### config.mk
export PLATFORM = sky130hd
export DESIGN_NAME = sar_search
export DESIGN_NICKNAME = d
export VERILOG_FILES = /design/src/rtl/sar_search.sv
export SDC_FILE = /design/constraint.sdc
export NUM_CORES = 1
export LEC_CHECK = 0
export CAP_MARGIN = 20
export CORE_MARGIN = 5
export CORE_UTILIZATION = 40
export DETAILED_ROUTE_END_ITERATION = 10
export DONT_BUFFER_PORTS = 1
export SYNTH_ARGS = -nofsm -noshare
export SYNTH_HDL_FRONTEND = slang
export SYNTH_SLANG_ARGS = --single-unit
### constraint.sdc
create_clock -name clk -period 2.3 [get_ports clk]
set_clock_uncertainty 0.2 [all_clocks]
set_input_delay 0.23 -clock clk [delete_from_list [all_inputs] [get_ports clk]]
set_output_delay 0.23 -clock clk [all_outputs]
set_load 0.1 [all_outputs]
### src/rtl/sar_search.sv
// Successive-approximation search controller: binary-searches MSB-first for the
// hidden operand of an external comparator using its one-hot g/l/e result.
module sar_search #(
    parameter int W = 8
) (
    input  logic         clk,
    input  logic         rst_n,
    input  logic         start,
    input  logic         g,
    input  logic         l,
    input  logic         e,
    output logic [W-1:0] trial,
    output logic         busy,
    output logic         done,
    output logic [W-1:0] result,
    output logic         err
);

    localparam int KW = (W > 1) ? $clog2(W) : 1;
    localparam logic [W-1:0]  ONE   = W'(1);
    localparam logic [W-1:0]  MSB   = ONE << (W - 1);
    localparam logic [KW-1:0] K_TOP = KW'(W - 1);

    typedef enum logic {
        IDLE,
        TEST
    } state_t;

    state_t        state;
    logic [W-1:0]  acc;
    logic [KW-1:0] k;

    logic          hit_e;
    logic          hit_l;
    logic          hit_g;
    logic [W-1:0]  acc_new;
    logic [W-1:0]  next_trial;

    // Exactly-one decoding; any other code is treated as a comparator fault.
    always_comb begin
        hit_e      = e & ~g & ~l;
        hit_l      = l & ~g & ~e;
        hit_g      = g & ~l & ~e;
        acc_new    = hit_l ? trial : acc;
        next_trial = acc_new | (ONE << (k - 1'b1));
    end

    always_ff @(posedge clk) begin
        if (!rst_n) begin
            state  <= IDLE;
            trial  <= '0;
            acc    <= '0;
            k      <= '0;
            busy   <= 1'b0;
            done   <= 1'b0;
            result <= '0;
            err    <= 1'b0;
        end else begin
            done <= 1'b0;
            case (state)
                IDLE: begin
                    if (start) begin
                        state  <= TEST;
                        acc    <= '0;
                        k      <= K_TOP;
                        trial  <= MSB;
                        busy   <= 1'b1;
                        err    <= 1'b0;
                        result <= '0;
                    end else begin
                        trial <= '0;
                    end
                end
                TEST: begin
                    if (hit_e) begin
                        result <= trial;
                        done   <= 1'b1;
                        busy   <= 1'b0;
                        trial  <= '0;
                        state  <= IDLE;
                    end else if (hit_l || hit_g) begin
                        acc <= acc_new;
                        if (k != '0) begin
                            k     <= k - 1'b1;
                            trial <= next_trial;
                        end else begin
                            result <= acc_new;
                            done   <= 1'b1;
                            busy   <= 1'b0;
                            trial  <= '0;
                            state  <= IDLE;
                        end
                    end else begin
                        err    <= 1'b1;
                        result <= '0;
                        done   <= 1'b1;
                        busy   <= 1'b0;
                        trial  <= '0;
                        state  <= IDLE;
                    end
                end
                default: begin
                    state <= IDLE;
                    trial <= '0;
                    busy  <= 1'b0;
                end
            endcase
        end
    end

endmodule

==> impl_metrics.ini, run 1 <==
[layout]
drive_above_1_share_pct = 18.3
antennaDiodeCount = 0
area_growth_pct = 16.1
final_cell_mix = dfxtp_1, buf_4, a21oi_1
final_nets = 213
final_common_cell = dfxtp_1

[sta]
whs_ns = 0.0482
finalHoldViolations = 0
max_slew.worst_pin.slew_ns = 0.668
fin_tns_setup_ns = 0
setup_violations = 0
post-route-period-util_pct = 92.6
fmax_ghz = 0.469
period_needed_ns = 2.13
rsz0062_at_grt = false
drv_slew = 0
slew-limit-headroom_pct = 55.3

[cts]
path_clk_slew_ns = 0.07
cts_max_level = 2
cts_buffer_depth = 2
cts_buffers = 5
cts_root_buffer = clkbuf_8
cts.sinks = 31
cts_tree = done
clk_latency_ns = 0.28

[die]
dieArea_sq_mm = 0.00558
initial_utilization_pct = 41.6
io_pins = 25
coreArea_sq_mm = 0.00403
die_w_um = 74.7
std_cell_rows = 23
die_y_um = 74.7

[worst_setup_path]
cp_max_fo = 5
worstPathArrival_ns = 2.11
required_ns = 2.28
crit_start = k[0]
endpoint_kind = flip-flop
reg2reg_slack_ns = 0.17
crit_end = result[6]
start_kind = flip-flop
worstSetupPathType = flip-flop to flip-flop
rr_worst_depth = 7
reg2reg_from = k[0]
timing.rr.end = result[6]

[yosys]
synth-seq-cells = 31
ys_async_sr_fraction_pct = 0
syn_nets = 195
ys_warn_count = 0
synth_edf_count = 0
ys_seq_area_share_pct = 37.0
synth.distinct_cells = 39
synth_ff_type = dfxtp_1
synth_area_sq_mm = 0.00168
syn_inst = 183
synth_area_per_cell_sq_um = 9.15

[pwr]
power.share.clock_pct = 37.8
power_density_mw_per_mm2 = 639
p_switching_mw = 0.346
swShare_pct = 27.8
p_int_mw = 0.898
p_leak_nw = 0.743
power_frac_comb_pct = 16.9
ir_worst_vdd_mv = 0.261
seqPwrFrac_pct = 45.3

[placement]
port_buffers = 0
hpwl_um = 2870
gp_congestion = 0.898

[run]
maxCapViolations = 0

[detailed_routing]
first_iter_violations = 119
drt_wl_total_um = 3930
vias = 1398
via_per_inst = 5.55
wire_per_inst_um = 15.6
dr.pass1.iters = 4
drc = 0
antenna_left = 0

[run_status]
outcome = finished, final reports clean

[global_routing]
antenna_found_initial = 0
grt_max_degree = 19
grt_pass1_wl_um = 6660
grt_pass1_vias = 1378
grt_usage_pct = 15.7
overflow = 0

[hold_path]
holdCritPathClass = input pin to flip-flop
layout make-up:
| type | instances | area (sq um) |
|---|---|---|
| fillers | 388 | 2080 |
| clock buffers | 8 | 100 |
| repair buffers | 25 | 195 |
| multi-input cells | 124 | 915 |
| flip-flops and latches | 31 | 621 |
| inverters | 14 | 52.6 |
| well taps | 50 | 62.6 |
metal layers:
metal	share of wire, %	track usage (%)
met3	5.7	5.07
met1	43	18.7
met5	0	0
met4	1.3	5.14
met2	50	26.8
power by group through the flow:
stage	Sequential, mW	Clock (mW)	Combinational, mW
floorplan	0.618	0	0.138
global placement	0.574	0	0.196
detailed placement	0.575	0	0.198
CTS	0.563	0.481	0.209
global route	0.565	0.505	0.228
finish	0.563	0.470	0.210
worst max-delay path, stage by stage (launching register included):
cell,delay [ns]
dfxtp_1,0.42
inv_1,0.12
ha_1,0.22
ha_1,0.20
or4b_1,0.51
o31ai_1,0.09
o32ai_1,0.10
and2_1,0.17
repair_timing:
item / CTS / global route
setup endpoints to repair: 0 / 7
hold buffers: 3 / 0
gates resized for setup: 0 / 1
endpoints found under the hold margin: 24 / 0
buffers inserted: 0 / 0
cells in the mapped netlist, drive strengths merged, types with 7 or more instances:
library cell / count / share of area, %
a21oi: 17 / 5.1
buf: 9 / 4.3
dfxtp: 31 / 37
inv: 13 / 2.9
mux2i: 7 / 4.2
nor2: 14 / 3.1
nor3b: 10 / 5.8
o32ai: 8 / 4.2
state kept, by name, summed over array words and instances, names as in the netlist:
name	count
acc	8
busy	1
done	1
err	1
k	3
result	8
state	1
trial	8
cells by family after synthesis:
family	count (synthesis)	share of synthesized area [%]
AO/OA/AOI/OAI	58	24.1
AND/OR/NAND/NOR	50	18.8
flip-flops	31	37.0
buffers and inverters	28	8.51
multiplexers	8	4.85
adder cells (fa/ha/maj)	6	4.48
XOR/XNOR	2	2.17
metrics by stage:
step                instances  area, sq um  setup slack [ns]  utilization [%]  total power, mW
floorplan                 183         1680             0.344                -            0.757
global placement          241         1810             0.285             45.0            0.770
detailed placement        241         1810             0.114             45.0            0.773
CTS                       252         1940             0.102             48.2             1.25
global route              252         1950            0.0316             48.3             1.30
finish                    252         1950             0.170             48.3             1.24
worst min-delay path by stage:
stage                from         to  slack [ns]  cells after the start
floorplan           rst_n       done        0.19                      2
global placement    rst_n     acc[6]        0.15                      1
detailed placement  rst_n     acc[6]        0.15                      1
CTS                     g  result[0]        0.04                      2
global route            g  result[5]        0.05                      2
finish                  g  result[0]        0.05                      2
Power figures use the tool's default switching activity.
==> run 2, diff against run 1 <==
ABC_AREA = 1   (was default)
CORE_MARGIN = 4   (was 5)
==> run 2 against run 1 <==
  * Global-route usage increased by 0.63 points
  * Largest cell class unchanged
  * Hold slack worse by 0.0040 ns
  * Via count increased by 1.3%
  * Sequential share of layout area grew 1.8 points
  * Utilization grew 0.87 points
  * Total power decreased by 5.9%
  * Non-clock buffer count is 4 lower
  * Sequential power is 0.7% lower
  * Design area down 5.4%
==> impl_metrics.ini, run 2 <==
[layout]
final_cell_mix = nand2_1, inv_1, dfxtp_1
area_growth_pct = 15.8
top_regs = acc (8), result (8), trial (8)
design_area_sq_mm = 0.00184
final_cells = 283
post-route-util_pct = 49.2
final_common_cell = nand2_1
final_nets = 248
fill_cells = 416
antennaDiodeCount = 0
drive_above_1_share_pct = 17.9

[detailed_routing]
wire_per_inst_um = 12.7
dr.pass1.iters = 4
first_iter_violations = 81
vias = 1416
drc = 0
antenna_left = 0
via_per_inst = 5.00
drt_wl_total_um = 3600

[yosys]
synth.most_common_cell = nand2_1
syn_inst = 212
synth_top_area_share_pct = 39.1
synth.area.top_cells = dfxtp_1, nand2_1, nand3_1, inv_1, ha_1
ys_async_sr_fraction_pct = 0
syn_nets = 224
ys_warn_count = 0
synth_area_leader_cell = dfxtp_1
synth.distinct_cells = 27
ys_seq_area_share_pct = 39.1
synth-seq-cells = 31
synth_area_sq_mm = 0.00159
ys_top_cells_by_count = nand2_1, inv_1, dfxtp_1, nand3_1, nor2_1
synth_ff_type = dfxtp_1
synth_area_per_cell_sq_um = 7.50
synth_edf_count = 0

[pwr]
power_density_mw_per_mm2 = 636
p_switching_mw = 0.356
power_frac_comb_pct = 19.2
seqPwrFrac_pct = 47.7
p_int_mw = 0.815
power.share.clock_pct = 33.1
ir_worst_vdd_mv = 0.413
swShare_pct = 30.4
p_leak_nw = 0.911

[cts]
cts_buffer_depth = 2
path_clk_slew_ns = 0.06
cts_setup_buffers = 0
cts_max_level = 2
cts_root_buffer = clkbuf_8
cts_buffers = 5
cts_tree = done
clk_latency_ns = 0.28
cts.sinks = 31

[placement]
port_buffers = 0
gp_congestion = 0.834
place_inst = 276
hpwl_um = 2590
postPlaceCellArea_sq_mm = 0.00176

[run]
maxCapViolations = 0

[sta]
fmax_ghz = 0.546
finalHoldViolations = 0
slew-limit-headroom_pct = 71.2
post-route-period-util_pct = 79.7
period_needed_ns = 1.83
whs_ns = 0.0441
max_slew.worst_pin.slew_ns = 0.431
setup_violations = 0
rsz0062_at_grt = false
drv_slew = 0
fin_tns_setup_ns = 0

[run_status]
outcome = finished, final reports clean

[die]
dieArea_sq_mm = 0.00505
std_cell_rows = 22
initial_utilization_pct = 42.4
die_w_um = 71.0
io_pins = 25
die_y_um = 71.0
coreArea_sq_mm = 0.00374

[global_routing]
overflow = 0
grt_pass1_wl_um = 6470
grt_max_degree = 18
antenna_found_initial = 0
grt_pass1_vias = 1341
grt_usage_pct = 16.4

[worst_setup_path]
worstPathArrival_ns = 1.84
endpoint_kind = flip-flop
required_ns = 2.31
cp_max_fo = 17
start_kind = flip-flop
worstSetupPathType = flip-flop to flip-flop

[hold_path]
holdCritPathClass = input pin to flip-flop
## run 2: cell count changes in the layout (fill, tap and decap cells not counted), moves of 7 or more
| cell | change |
|---|---|
| nor3b_1 | -8 |
| o22ai_1 | +8 |
| nand3_1 | +24 |
| mux2i_1 | -7 |
| inv_1 | +20 |
| o32ai_1 | -8 |
| nand2_1 | +42 |
## run 2: layout make-up
| cell class | count | area, sq um | area share, % |
|---|---|---|---|
| multi-input combinational | 139 | 771 | 41.9 |
| sequential | 31 | 621 | 33.7 |
| clock buffer | 6 | 72.6 | 3.94 |
| tap | 48 | 60.1 | 3.26 |
| timing repair buffer | 21 | 160 | 8.70 |
| inverter | 38 | 156 | 8.50 |
## run 2: final timing paths
path / startpoint / end / slack (ns) / cells past startpoint
hold / removal: start / busy / 0.04 / 4
setup / recovery: k[0] / result[0] / 0.47 / 8
setup reg to reg: k[0] / result[0] / 0.47 / 8
hold reg to reg: k[2] / k[2] / 0.26 / 2
## run 2: power groups by stage
stage	Combinational, mW	Sequential, mW	Clock [mW]
2_1_floorplan	0.131	0.622	0
3_3_place_gp	0.221	0.570	0
3_5_place_dp	0.223	0.570	0
4_1_cts	0.227	0.558	0.405
5_1_grt	0.248	0.560	0.422
6_report	0.224	0.559	0.388
## run 2: kinds of logic after synthesis
family / count (synthesis) / synth area share (%)
simple gates: 103 / 32.3
compound gates: 30 / 11.5
fa+ha+maj: 6 / 4.72
buf+inv: 42 / 12.4
flops: 31 / 39.1
## run 2: per-layer routing
| layer | share of wire [%] | up-vias | GRT usage [%] |
|---|---|---|---|
| li1 | - | 727 | - |
| met1 | 47 | 640 | 20.8 |
| met2 | 45 | 43 | 25.1 |
| met3 | 6.0 | 6 | 5.82 |
| met4 | 1.6 | 0 | 6.68 |
| met5 | 0 | - | 0 |
## run 2: timing repair
item | in CTS | in global routing
resized for setup | 0 | 0
endpoints found under the setup margin | 0 | 0
hold endpoints to repair | 7 | 0
hold buffers | 1 | 0
## run 2: through the flow
stage               setup WS [ns]  power [mW]
finish                      0.467        1.17
global route                0.275        1.23
CTS                         0.442        1.19
detailed placement          0.457       0.793
global placement            0.516       0.791
floorplan                   0.516       0.754
## run 2: critical path: stages (launching register included)
cell and delay, ns:
dfxtp_1 0.35, inv_1 0.10, ha_1 0.22, ha_1 0.17, inv_1 0.11, nand4_4 0.15, nand2_4 0.20, nand3_1 0.12
a21oi_2 0.14
==> run 3, diff against run 2 <==
clock period = 1.64 ns   (was 2.3 ns; I/O delays follow)
==> run 3 against run 2 <==
  * Utilization increased by 6.2 points
  * Design area increased by 13%
  * The run now ends with setup timing left
  * Cell count increased by 4.9%
  * Via count increased by 2.3%
  * Combinational power increased by 68%
  * Register-to-register slack got worse by 0.47 ns
  * Clock power increased by 71%
  * Non-clock buffer count increased by 11
  * Hold slack got worse by 0.0064 ns
  * Die area unchanged
  * Worst setup slack got worse by 0.47 ns
==> impl_metrics.ini, run 3 (synthesized netlist as in run 2, its figures left out) <==
[sta]
fmax_ghz = 0.609
drv_slew = 0
period_needed_ns = 1.64
finalHoldViolations = 0
setup_violations = 1
slew-limit-headroom_pct = 82.1
max_slew.worst_pin.slew_ns = 0.269
rsz0062_at_grt = true
post-route-period-util_pct = 100
setup_ws_ns = -0.00287
whs_ns = 0.0377

[detailed_routing]
via_per_inst = 4.88
vias = 1449
wire_per_inst_um = 12.8
drt_wl_total_um = 3790
drc = 0
dr.pass1.iters = 4
antenna_left = 0
first_iter_violations = 100

[worst_setup_path]
crit_start = k[0]
rr_worst_depth = 8
worstPathArrival_ns = 1.67
worstPathCellList = inv_2 -> ha_4 -> ha_4 -> inv_4 -> nand4_4 -> nor2_4 -> a21bo_2 -> inv_2
endpoint_kind = flip-flop
reg2reg_slack_ns = -0.003
cp_max_fo = 4
max_stage_delay_ns = 0.34
required_ns = 1.67
start_kind = flip-flop
slowest_stage = dfxtp_2
reg2reg_from = k[0]
critPathBufInv = 3
timing.rr.end = trial[0]
cp_top_family = simple AND/OR/NAND/NOR gates
crit_end = trial[0]
crit_cells = 8
worstSetupPathType = flip-flop to flip-flop

[cts]
cts.sinks = 31
cts_buffers = 5
clk_latency_ns = 0.28
cts_max_level = 2
cts_tree = done
path_clk_slew_ns = 0.07
cts_buffer_depth = 2
cts_root_buffer = clkbuf_8

[die]
std_cell_rows = 22
die_y_um = 71.0
coreArea_sq_mm = 0.00374
dieArea_sq_mm = 0.00505
die_w_um = 71.0
initial_utilization_pct = 42.4
io_pins = 25

[global_routing]
grt_usage_pct = 15.5
grt_max_degree = 18
overflow = 0
antenna_found_initial = 0
grt_pass1_vias = 1311
grt_pass1_wl_um = 6230

[placement]
port_buffers = 0
gp_congestion = 0.807
hpwl_um = 2630

[pwr]
p_leak_nw = 1.01
ir_worst_vdd_mv = 0.656
totalPowerFinal_mw = 1.83
power_density_mw_per_mm2 = 883

[layout]
top_regs = acc (8), result (8), trial (8)
area_growth_pct = 30.4
fill_cells = 371
antennaDiodeCount = 0
drive_above_1_share_pct = 35.7
final_cell_mix = nand2_1, buf_4, inv_1
final_common_cell = nand2_1
post-route-util_pct = 55.3
final_nets = 260

[run_status]
outcome = finished with violations
violations = setup timing

[run]
maxCapViolations = 0

[hold_path]
hold_depth = 6
holdCritPathClass = input pin to flip-flop
-- run 3: cell types whose count changed in the layout (fill, tap and decap cells not counted), moves of 3 or more --
cell	before	now
a21oi_1	12	9
dfxtp_2	0	11
a21oi_2	1	4
dfxtp_1	31	20
inv_2	3	9
nor2_1	18	14
buf_4	20	29
inv_1	33	26
nand2_2	1	4
nor2_2	1	5
nand2_1	48	43
-- run 3: layout make-up --
type                            instances  area, sq um  share of cell area, %
Inverter                               38          159                   7.67
Tap cell                               48         60.1                   2.90
Clock buffer                            8          100                   4.83
Multi-Input combinational cell        140          870                   42.0
Sequential cell                        31          634                   30.6
Timing Repair Buffer                   32          249                   12.0
-- run 3: per-layer routing --
metal / GRT usage, % / vias to the layer above / part of all wire, %
met2: 25.3 / 37 / 48
met4: 5.01 / 0 / 1.3
met3: 4.26 / 7 / 5.6
li1: - / 752 / -
met5: 0 / - / 0
met1: 19.8 / 653 / 45
-- run 3: worst min-delay path by stage --
stage               startpoint        to  slack [ns]
finish                       e  trial[2]        0.04
global route                 e  trial[7]        0.06
CTS                          e  trial[2]        0.02
detailed placement       rst_n     state        0.10
global placement         rst_n     state        0.09
floorplan                rst_n     state        0.08
-- run 3: timing repair --
action	in CTS	in global routing
hold endpoints to repair	17	0
pin swaps	1	11
hold buffers	2	0
setup endpoints to repair	4	16
gates cloned	0	1
buffers inserted	0	2
gates resized for setup	1	25
-- run 3: through the flow --
step / instance area (sq um) / setup TNS [ns] / std cells / setup WS, ns
6_report: 2070 / -0.00287 / 297 / -0.00287
4_1_cts: 1970 / 0 / 294 / 0.00786
2_1_floorplan: 1610 / 0 / 212 / 0.00451
5_1_grt: 2070 / -0.512 / 297 / -0.0684
3_3_place_gp: 1840 / 0 / 284 / 0.0202
3_5_place_dp: 1840 / -0.0315 / 284 / -0.0160
-- run 3: report_power, final --
part	internal (mW)	switching (mW)
Clock	0.383	0.280
Combinational	0.125	0.252
Sequential	0.775	0.0168
-- run 3: worst register-to-register path, delay by kind of cell, from the launching register on --
kind / cells / cell delay [ns]
DFF: 1 / 0.34
buffers and inverters: 3 / 0.14
and+or+nand+nor: 2 / 0.36
AOI/OAI and AO/OA: 1 / 0.24
adders and majority gates: 2 / 0.31
